`config.mk`:
```
export PLATFORM = sky130hd
export DESIGN_NAME = huffman_encoder
export DESIGN_NICKNAME = d
export VERILOG_FILES = /design/src/rtl/huffman_encoder.sv
export SDC_FILE = /design/constraint.sdc
export NUM_CORES = 1
export LEC_CHECK = 0
export ABC_CLOCK_PERIOD_IN_PS = 1100
export CAP_MARGIN = 40
export CORE_ASPECT_RATIO = 1.2
export CORE_MARGIN = 1.5
export CORE_UTILIZATION = 25
export DETAILED_ROUTE_END_ITERATION = 12
export SYNTH_ARGS = -nofsm -noshare
export SYNTH_HDL_FRONTEND = slang
export SYNTH_SLANG_ARGS = --single-unit
```
`constraint.sdc`:
```
create_clock -name clk -period 1.1 [get_ports clk]
set_clock_uncertainty 0.05 [all_clocks]
set_input_delay 0.22 -clock clk [delete_from_list [all_inputs] [get_ports clk]]
set_output_delay 0.22 -clock clk [all_outputs]
set_load 0.01 [all_outputs]
```
`src/rtl/huffman_encoder.sv`:
```
// Serial prefix-code encoder: one 3-bit symbol per handshake in, one code bit per clock out, MSB first.
// First bit appears the cycle after accept; sym_ready is held low until the current codeword's last bit.
module huffman_encoder (
  input  logic       clk,
  input  logic       reset,
  input  logic [2:0] sym,
  input  logic       sym_valid,
  output logic       sym_ready,
  output logic       x,
  output logic       x_valid,
  output logic       err
);

  logic [3:0] sh_q, sh_d;
  logic [2:0] cnt_q, cnt_d;
  logic       x_q, x_d;
  logic       x_valid_q, x_valid_d;
  logic       err_q, err_d;
  logic       accept;

  // Ready during the last bit lets the next codeword follow with no gap.
  assign sym_ready = (cnt_q == 3'd0) || (cnt_q == 3'd1);
  assign accept    = sym_valid && sym_ready;

  always_comb begin
    sh_d      = sh_q;
    cnt_d     = cnt_q;
    x_d       = x_q;
    x_valid_d = x_valid_q;
    err_d     = 1'b0;
    if (accept) begin
      x_valid_d = 1'b1;
      // sh_d holds the bits after the first one, left-aligned.
      case (sym)
        3'b001:  begin x_d = 1'b0; cnt_d = 3'd1; sh_d = 4'b0000; end
        3'b010:  begin x_d = 1'b1; cnt_d = 3'd3; sh_d = 4'b0100; end
        3'b011:  begin x_d = 1'b1; cnt_d = 3'd3; sh_d = 4'b0000; end
        3'b100:  begin x_d = 1'b1; cnt_d = 3'd3; sh_d = 4'b1100; end
        3'b101:  begin x_d = 1'b1; cnt_d = 3'd4; sh_d = 4'b1010; end
        3'b110:  begin x_d = 1'b1; cnt_d = 3'd4; sh_d = 4'b1000; end
        default: begin
          x_d       = 1'b0;
          x_valid_d = 1'b0;
          cnt_d     = 3'd0;
          sh_d      = 4'b0000;
          err_d     = 1'b1;
        end
      endcase
    end else if (cnt_q > 3'd1) begin
      x_d   = sh_q[3];
      sh_d  = {sh_q[2:0], 1'b0};
      cnt_d = cnt_q - 3'd1;
    end else if (cnt_q == 3'd1) begin
      x_d       = 1'b0;
      x_valid_d = 1'b0;
      cnt_d     = 3'd0;
    end
  end

  always_ff @(posedge clk) begin
    if (reset) begin
      sh_q      <= 4'b0000;
      cnt_q     <= 3'd0;
      x_q       <= 1'b0;
      x_valid_q <= 1'b0;
      err_q     <= 1'b0;
    end else begin
      sh_q      <= sh_d;
      cnt_q     <= cnt_d;
      x_q       <= x_d;
      x_valid_q <= x_valid_d;
      err_q     <= err_d;
    end
  end

  assign x       = x_q;
  assign x_valid = x_valid_q;
  assign err     = err_q;

endmodule
```
==> results by group, run 1 <==
STA
  – Final Critical Period: 1.29 ns
  – Max_slew headroom: 0.816
  – Fmax: 0.776 GHz
  – Final setup viols: 8
  – Worst-margin pin slew: 0.273 ns
  – Fin crit share: 1.17
  – Worst setup margin: -0.189 ns
  – Slew Limit Fails: 0
  – WHS: 0.431 ns
  – Final hold vios: 0
  – RSZ-0062 raised after global routing: yes
  – TNS Setup: -0.667 ns

Run
  – Max Cap Violations: 0

Clock tree
  – Clk pin slew, worst setup/hold paths: 0.06 ns
  – CTS tree: yes
  – Htree depth: 1
  – Clk sinks: 9
  – Num CTS Buffers: 3
  – CTS root buffer: clkbuf_4
  – CTS Buffer Depth: 2
  – Worst-Skew Late Latency: 0.26 ns

Routing
  – Via density: 4.76
  – Router iterations before antenna repair: 4
  – DRT Wirelength: 1180 µm
  – Initial detailed-routing violation count: 8
  – Routed WL per cell: 10.7 µm
  – Number of nets still failing antenna checks after routing: 0
  – Via count: 528
  – Remaining DRCs: 0

Setup path
  – Worst Path Required: 1.19 ns
  – Reg-to-reg slack, setup: -0.19 ns
  – CP top delay family: simple AND/OR/NAND/NOR gates
  – Setup crit end kind: flop
  – R2r endpoint: x$_SDFFE_PP0P_
  – Critical Path Source: cnt_q[1]$_SDFFE_PP0P_
  – Origin of the critical flop-to-flop path: cnt_q[1]$_SDFFE_PP0P_
  – CP Buf/Inv Count: 2
  – Worst Reg2Reg Path Length in Cells: 6
  – CP startpoint kind: flop
  – Slowest Stage Delay on Critical Path: 0.34 ns
  – CP Class: flop to flop
  – Arr. time, crit path: 1.38 ns
  – Slowest CP cell: dfxtp_2
  – Worst setup endpoint: x$_SDFFE_PP0P_
  – Worst-path fanout max: 3
  – Crit path depth: 6
  – CP Cell Sequence: buf_6, inv_4, ha_4, nor4_4, nor2b_2, a311oi_2

Die
  – Die height: 55.7 µm
  – Cell Rows: 18
  – Die width: 46.9 µm
  – I/O pin cnt: 10
  – CORE AREA: 2120 µm²
  – Die ar.: 2610 µm²
  – Starting density of the core: 0.273

Synth
  – Syn. warnings: 0
  – Cell area after synthesis: 578 µm²
  – Seq/Total Area, Yosys: 0.312
  – Post-Syn Instances: 62
  – Mean Syn Cell Area: 9.32 µm²
  – Most used DFF post-synth: dfxtp_1
  – Async SR Flop Fraction: 0
  – Number of flops mapped to enable cells by yosys: 0
  – Synth Register Bits: 9
  – Syn Nets: 70
  – Synth cell types: 31

Placement
  – GP Congestion: 0.727
  – Area after DPL: 781 µm²
  – Post-place setup slack: -0.473 ns
  – Port bufs: 9
  – Final HPWL DP: 844 µm

Pwr
  – PwrDens: 1280 nW/µm²
  – Pint: 751 µW
  – Clk network pwr share: 0.234
  – Switch Pwr: 365 µW
  – Pleak: 0.317 nW
  – Comb pwr share: 0.419
  – Maximum vdd drop: 550 µV
  – Sw frac: 0.327
  – Flop pwr share: 0.347

Global route
  – Largest net degree at the start of global routing: 15
  – First-pass GRT wire length: 2060 µm
  – Initial antenna violation count: 0
  – Global Route Usage Sum: 0.111
  – Vias in the first global route: 493
  – Gr ovfl total: 0

Outcome
  – Status: finished, violations left
  – Failing checks: setup timing

Layout
  – NumNets Final: 90
  – Area delta synth->final: 50.9%
  – Ant diodes: 0
  – Fill count: 229
  – Cell area after layout: 872 µm²
  – Layout cells sized above 1: 0.481

Hold path
  – HP Class: flop to flop
-- repair_timing --
action	CTS	global route
buffers inserted	1	0
pin swaps	7	4
resized for setup	25	7
cloned	0	0
hold buffers	0	0
setup endpoints to repair	13	12
-- worst register-to-register path: stages, from the launching register on --
cell      delay (ns)
dfxtp_2         0.34
buf_6           0.12
inv_4           0.04
ha_4            0.17
nor4_4          0.20
nor2b_2         0.21
a311oi_2        0.04
-- cell type report --
type	instances	area, µm²	area share
Sequential cell	9	184	0.211
Tap cell	30	37.5	0.0430
Timing Repair Buffer	21	200	0.230
Clock buffer	4	26.3	0.0301
Multi-Input combinational cell	43	394	0.452
Inverter	4	30.0	0.0344
-- power groups by stage --
stage | Clock [mW] | Sequential, mW | Combinational [mW]
floorplan | 0 | 0.404 | 0.247
global placement | 0 | 0.391 | 0.388
detailed placement | 0 | 0.392 | 0.392
CTS | 0.268 | 0.386 | 0.444
global route | 0.286 | 0.392 | 0.505
finish | 0.260 | 0.387 | 0.467
-- cells in the mapped netlist (2+ instances only) --
master | n | area share
a211oi_1 | 2 | 0.026
a21oi_1 | 4 | 0.035
a311oi_1 | 2 | 0.030
buf_4 | 3 | 0.039
buf_6 | 3 | 0.058
dfxtp_1 | 9 | 0.31
ha_1 | 2 | 0.043
inv_1 | 3 | 0.019
nand2_1 | 3 | 0.019
nand2b_1 | 2 | 0.022
nand3_1 | 2 | 0.017
nand3b_1 | 2 | 0.026
nand4_1 | 2 | 0.022
nor2_1 | 2 | 0.013
nor2b_1 | 3 | 0.032
o21ai_0 | 2 | 0.017
xor2_1 | 2 | 0.030
-- routing by layer --
layer | track usage | up-vias | share of wire
met2 | 0.149 | 17 | 0.48
met5 | 0 | - | 0
li1 | - | 261 | -
met4 | 0.0952 | 0 | 0.037
met3 | 0.0292 | 4 | 0.041
met1 | 0.138 | 246 | 0.44
-- sequential cells by signal, summed over array words and instances (netlist names) --
register / cells
cnt_q: 3
sh_q: 3
err: 1
x: 1
x_valid: 1
-- through the flow --
step / power (mW) / std cells / util
6_report: 1.12 / 111 / 0.412
5_1_grt: 1.18 / 111 / 0.412
4_1_cts: 1.10 / 111 / 0.404
3_5_place_dp: 0.784 / 106 / 0.369
3_3_place_gp: 0.780 / 106 / 0.369
2_1_floorplan: 0.652 / 62 / -
-- worst min-delay path by stage --
| stage | start | end | slack (ns) | cells past startpoint |
|---|---|---|---|---|
| after global placement | sh_q[1]$_SDFFE_PP0P_ | sh_q[1]$_SDFFE_PP0P_ | 0.41 | 2 |
| after detailed placement | sh_q[1]$_SDFFE_PP0P_ | sh_q[1]$_SDFFE_PP0P_ | 0.42 | 2 |
| final | x_valid$_SDFFE_PP0P_ | x_valid$_SDFFE_PP0P_ | 0.43 | 2 |
| after global routing | sh_q[1]$_SDFFE_PP0P_ | sh_q[1]$_SDFFE_PP0P_ | 0.46 | 2 |
| after CTS | sh_q[1]$_SDFFE_PP0P_ | sh_q[1]$_SDFFE_PP0P_ | 0.43 | 2 |
| after floorplan | sym_valid | sh_q[1]$_SDFFE_PP0P_ | 0.35 | 2 |
-- cells in the final DEF (no fill, tap or decap), drive strengths merged, types with 2 or more instances in the layout --
| cell | instances |
|---|---|
| a211oi | 2 |
| a21oi | 4 |
| a311oi | 3 |
| buf | 13 |
| clkbuf | 5 |
| clkdlybuf4s15 | 2 |
| dfxtp | 9 |
| dlygate4sd2 | 4 |
| ha | 2 |
| inv | 3 |
| nand2 | 3 |
| nand2b | 2 |
| nand3 | 3 |
| nand3b | 2 |
| nand4 | 3 |
| nor2 | 2 |
| nor2b | 3 |
| o21ai | 2 |
| xor2 | 2 |
-- logic make-up after synthesis --
logic type / after synthesis / share of synthesized area
AND/OR/NAND/NOR: 25 / 0.297
flip-flops: 9 / 0.312
buffers and inverters: 10 / 0.145
XOR/XNOR: 2 / 0.0303
adder cells (fa/ha/maj): 2 / 0.0433
AO/OA/AOI/OAI: 14 / 0.173
Note: power is estimated with default switching activity, not from simulation.
==> run 2: changes to the inputs <==
--- a/config.mk
+++ b/config.mk
@@ -8,7 +8,6 @@
 export ABC_CLOCK_PERIOD_IN_PS = 1100
 export CAP_MARGIN = 40
 export CORE_ASPECT_RATIO = 1.2
-export CORE_MARGIN = 1.5
 export CORE_UTILIZATION = 25
 export DETAILED_ROUTE_END_ITERATION = 12
 export SYNTH_ARGS = -nofsm -noshare
==> run 2 against run 1 <==
Compared with the run above: the run still ends with setup timing left; combinational power rose by 9.9%; critical path depth is the same; largest power group unchanged; die area shrank 3.9%; count of clock-buffer cells in the layout unchanged; sequential cell count stayed put; hold slack worse by 0.016 ns; register-to-register slack about the same; power increased by 2.9%; non-clock buffer count increased by 4; core utilization is 2.2 points higher; final cell count increased by 3.6%; sequential share of layout area fell by 1.1 points.
==> results by group, run 2 (same netlist as run 1, synthesis figures left out) <==
Outcome
  – Status: finished, violations left
  – Failing checks: setup timing

Layout
  – Layout cells sized above 1: 0.518
  – Area delta synth->final: 58.9%
  – Post-route insts no fill: 115
  – Most frequent cells in the layout: 10 x buf_4, 6 x dfxtp_1, 4 x buf_6
  – Most common cell after layout, fill and taps aside: buf_4
  – NumNets Final: 94
  – Ant diodes: 0
  – Final core utilization: 0.434
  – Regs by FF count: cnt_q: 3 flops, sh_q: 3 flops

Placement
  – GP Congestion: 0.735
  – Port bufs: 9
  – Final HPWL DP: 873 µm
  – Placed Cells incl. Taps: 106
  – Post-place setup slack: -0.481 ns

Routing
  – DRT Wirelength: 1320 µm
  – Number of nets still failing antenna checks after routing: 0
  – Via count: 533
  – Router iterations before antenna repair: 4
  – Initial detailed-routing violation count: 8
  – Remaining DRCs: 0
  – Routed WL per cell: 11.5 µm
  – Via density: 4.63

STA
  – Fin crit share: 1.17
  – Slew Limit Fails: 0
  – Worst setup margin: -0.183 ns
  – Final setup viols: 8
  – Final Critical Period: 1.28 ns
  – TNS Setup: -0.953 ns
  – Worst-margin pin slew: 0.285 ns
  – Fmax: 0.779 GHz
  – Final hold vios: 0
  – Max_slew headroom: 0.808
  – RSZ-0062 raised after global routing: yes

Clock tree
  – Num CTS Buffers: 3
  – Clk sinks: 9
  – Htree depth: 1
  – CTS root buffer: clkbuf_4
  – CTS tree: yes
  – Worst-Skew Late Latency: 0.25 ns
  – CTS Buffer Depth: 2
  – Clk pin slew, worst setup/hold paths: 0.06 ns

Global route
  – Global Route Usage Sum: 0.117
  – Gr ovfl total: 0
  – Initial antenna violation count: 0
  – First-pass GRT wire length: 2060 µm
  – Vias in the first global route: 514
  – Largest net degree at the start of global routing: 15

Hold path
  – HP Class: flop to flop
  – Worst Min Path Start: x_valid$_SDFFE_PP0P_
  – Hold Crit Endpoint: x_valid$_SDFFE_PP0P_
  – Hold Path Depth: 2

Pwr
  – Pleak: 0.356 nW
  – Maximum vdd drop: 592 µV
  – PwrDens: 1250 nW/µm²

Setup path
  – Slowest CP cell: dfxtp_2
  – Slowest Stage Delay on Critical Path: 0.33 ns
  – CP Buf/Inv Count: 2
  – Worst-path fanout max: 3
  – R2r endpoint: x$_SDFFE_PP0P_
  – CP startpoint kind: flop
  – CP Class: flop to flop
  – Arr. time, crit path: 1.36 ns
  – Reg-to-reg slack, setup: -0.18 ns
  – CP Cell Sequence: buf_6, inv_4, ha_4, nor4_4, nor2b_2, a311oi_2
  – Origin of the critical flop-to-flop path: cnt_q[1]$_SDFFE_PP0P_
  – Setup crit end kind: flop
  – Worst Path Required: 1.18 ns
  – Worst Reg2Reg Path Length in Cells: 6
  – CP top delay family: simple AND/OR/NAND/NOR gates

Die
  – Cell Rows: 18
  – Die ar.: 2510 µm²
  – Die width: 45.9 µm
  – CORE AREA: 2120 µm²
  – I/O pin cnt: 10
  – Die height: 54.7 µm
  – Starting density of the core: 0.273

Run
  – Max Cap Violations: 0
==> run 2: final cells by class <==
| cell class | instances | area (µm²) |
|---|---|---|
| multi-input cells | 43 | 395 |
| well taps | 30 | 37.5 |
| clock buffers | 4 | 26.3 |
| flip-flops and latches | 9 | 184 |
| repair buffers | 25 | 245 |
| inverters | 4 | 30.0 |
| fillers | 219 | 1200 |
==> run 2: what timing repair did <==
item | CTS | global route
pin swaps | 5 | 6
hold buffers | 0 | 0
setup endpoints to repair | 13 | 13
setup buffers | 0 | 5
resized for setup | 24 | 10
==> run 2: worst max path at each step <==
stage	slack (ns)	end	cells after the start	startpoint
2_1_floorplan	-0.1	x$_SDFFE_PP0P_	5	cnt_q[2]$_SDFFE_PP0P_
3_3_place_gp	-0.46	err$_SDFF_PP0_	3	sym[1]
3_5_place_dp	-0.48	err$_SDFF_PP0_	3	sym[1]
4_1_cts	-0.19	x$_SDFFE_PP0P_	5	sym_valid
5_1_grt	-0.26	x$_SDFFE_PP0P_	6	cnt_q[1]$_SDFFE_PP0P_
6_report	-0.18	x$_SDFFE_PP0P_	6	cnt_q[1]$_SDFFE_PP0P_
==> run 2: per-stage QoR <==
stage / hold WS, ns / instance area (µm²) / power (mW)
2_1_floorplan: 0.353 / 614 / 0.652
6_report: 0.414 / 918 / 1.15
4_1_cts: 0.432 / 851 / 1.09
3_5_place_dp: 0.422 / 781 / 0.785
3_3_place_gp: 0.416 / 781 / 0.781
5_1_grt: 0.441 / 918 / 1.22
==> run 2: worst register-to-register path: cells and delay by family (launching register included) <==
kind | cells | cell delay (ns)
AO/OA/AOI/OAI | 1 | 0.05
buffers and inverters | 2 | 0.15
adder cells (fa/ha/maj) | 1 | 0.16
AND/OR/NAND/NOR | 2 | 0.42
flip-flops | 1 | 0.33
==> run 2: power breakdown <==
group,total [mW],internal [mW],switching (mW)
combinational,0.513,0.280,0.234
sequential,0.389,0.365,0.0240
clock,0.245,0.139,0.106
==> run 2: layer usage <==
layer,vias up,track usage,share of wire
met2,7,0.204,0.54
met5,-,0,0
met3,0,0.0198,0.017
met1,257,0.124,0.45
met4,0,0.0882,0
li1,269,-,-
==> patch: new RTL, settings of run 2 <==
`sh_q` no longer has a reset.
--- a/src/rtl/huffman_encoder.sv
+++ b/src/rtl/huffman_encoder.sv
@@ -59,13 +59,11 @@
 
   always_ff @(posedge clk) begin
     if (reset) begin
-      sh_q      <= 4'b0000;
       cnt_q     <= 3'd0;
       x_q       <= 1'b0;
       x_valid_q <= 1'b0;
       err_q     <= 1'b0;
     end else begin
-      sh_q      <= sh_d;
       cnt_q     <= cnt_d;
       x_q       <= x_d;
       x_valid_q <= x_valid_d;
@@ -73,6 +71,10 @@
     end
   end
 
+  always_ff @(posedge clk) begin
+    sh_q <= sh_d;
+  end
+
   assign x       = x_q;
   assign x_valid = x_valid_q;
   assign err     = err_q;
Behaviour: no difference found for any inputs over 10 cycles, from zero or initial values and one cycle with reset high; that may be too few to reach the edited logic, so the function may still have changed.
==> patch against run 2 <==
  * The run ends with design-rule violations, negative setup slack left
  * Setup slack worse by 0.077 ns
  * Final cell count down 16%
  * Core utilization up 0.84 points
  * Sequential cell count unchanged
  * Non-clock buffer count unchanged
  * Routed wire length down 10%
  * Highest routed layer is now met4
  * Cell area down 8.9%
  * Sequential power up 20%
  * Combinational power up 19%
  * First-iteration DRC count down 13%
  * Power up 17%
  * Hold slack worse by 0.0022 ns
  * Synthesized area down 11%
==> patch: results (changes against run 2) <==
* Final nets at 87 (-7.4%)
* R2r worst-path depth at 3 (-3)
* Status: complete, but fails checks
* Placed Cells at 92 (-13%)
* WHS Path Cells at 3 (+1)
* Post-synthesis net count at 61 (-13%)
* Final HPWL DP at 859.1 um (-1.5%)
* DR iter-0 viols at 7 (-1)
* DRC viols at 3 (+3)
* Vias in the first global route at 464 (-9.7%)
* Synth area leaders: dfxtp_1, edfxtp_1, ha_1
* DR vias/cell at 4.938 (+6.5%)
* R2r startpoint: cnt_q[2]
* DP Area at 723.2 um^2 (-7.4%)
* EDFF count, synth at 3 (+3)
* CP max-delay cell: or3b_4
* Final worst slack at -0.2594 ns (-0.07654 ns)
* Yosys cell types at 25 (-19%)
* Worst path arrival time at 1.41 ns (+0.05 ns)
* Adder-Cell Fraction of Synth Area at 0.04878 (+0.005490)
* Final setup fails at 12 (+4)
* Psw at 0.4332 mW (+19%)
* Post-place setup slack at -0.6070 ns (-0.1262 ns)
* All-Layer GR Usage at 0.1217 (+0.004163)
* Largest net degree at the start of global routing at 9 (-6)
* HP Start: sym[1]
* Final setup TNS at -1.812 ns (-0.8588 ns)
* Placer Congestion at 0.7655 (+4.1%)
* VDD IR max at 0.7140 mV (+21%)
* Failing checks: design-rule violations, negative setup slack
* Commonest cells post-synth: dfxtp_1, nand2_1, a21oi_1
* Sequential-to-total area share from yosys stat at 0.4098 (+0.09807)
* Synth Area in Compound Gates at 0.1780 (+0.004889)
* First-pass GRT wire length at 1.952 mm (-5.1%)
* Clock latency at the later pin of the worst-skew pair at 0.27 ns (+0.02 ns)
* Worst Hold Class: input pin to flop
* Syn Area/Cell at 9.679 um^2 (+3.8%)
* Slowest stage delay, CP at 0.45 ns (+0.12 ns)
## patch: final cells by class
| class | count | area, um^2 |
|---|---|---|
| repair buffers | 25 | 215.2 |
| flip-flops and latches | 9 | 214.0 |
| inverters | 3 | 13.76 |
| clock buffers | 4 | 26.28 |
| fillers | 182 | 1056 |
| well taps | 19 | 23.77 |
| multi-input cells | 37 | 344.1 |
## patch: timing repair
item,4_1_cts,5_1_grt
endpoints found under the hold margin,0,0
gates cloned,0,0
setup endpoints to repair,16,14
gates resized for setup,34,7
buffers inserted,1,1
pin swaps,10,8
## patch: logic make-up (layout without fill, tap and decap cells)
kind of cell / after synthesis / in the layout
simple gates: 18 / 18
compound gates: 13 / 13
flops: 9 / 9
buf+inv: 7 / 32
fa+ha+maj: 2 / 2
xor+xnor: 2 / 2
mux: 2 / 2
## patch: power groups by stage
stage	Sequential, mW	Clock, mW	Combinational, mW
detailed placement	0.460	0	0.469
CTS	0.465	0.267	0.548
global route	0.476	0.281	0.660
floorplan	0.464	0	0.241
finish	0.467	0.262	0.609
global placement	0.458	0	0.467
## patch: how the worst max path moves through the flow
stage | to | slack (ns) | cells after the start
finish | sh_q[1] | -0.26 | 3
floorplan | sh_q[1] | -0.17 | 3
global placement | sh_q[2] | -0.59 | 4
CTS | sh_q[1] | -0.27 | 3
global route | sh_q[1] | -0.31 | 3
detailed placement | sh_q[1] | -0.61 | 3
## patch: worst reg2reg max path: cells and delay by family, from the launching register on
kind	cells	cell delay, ns
buffers and inverters	1	0.11
flip-flops	1	0.32
AND/OR/NAND/NOR	2	0.71
## patch: metal layers
layer | global-route usage | part of all wire | vias to the layer above
li1 | - | - | 241
met1 | 0.1426 | 0.45 | 221
met2 | 0.1869 | 0.49 | 12
met3 | 0.02083 | 0.022 | 5
met4 | 0.1094 | 0.041 | 0
met5 | 0 | 0 | -
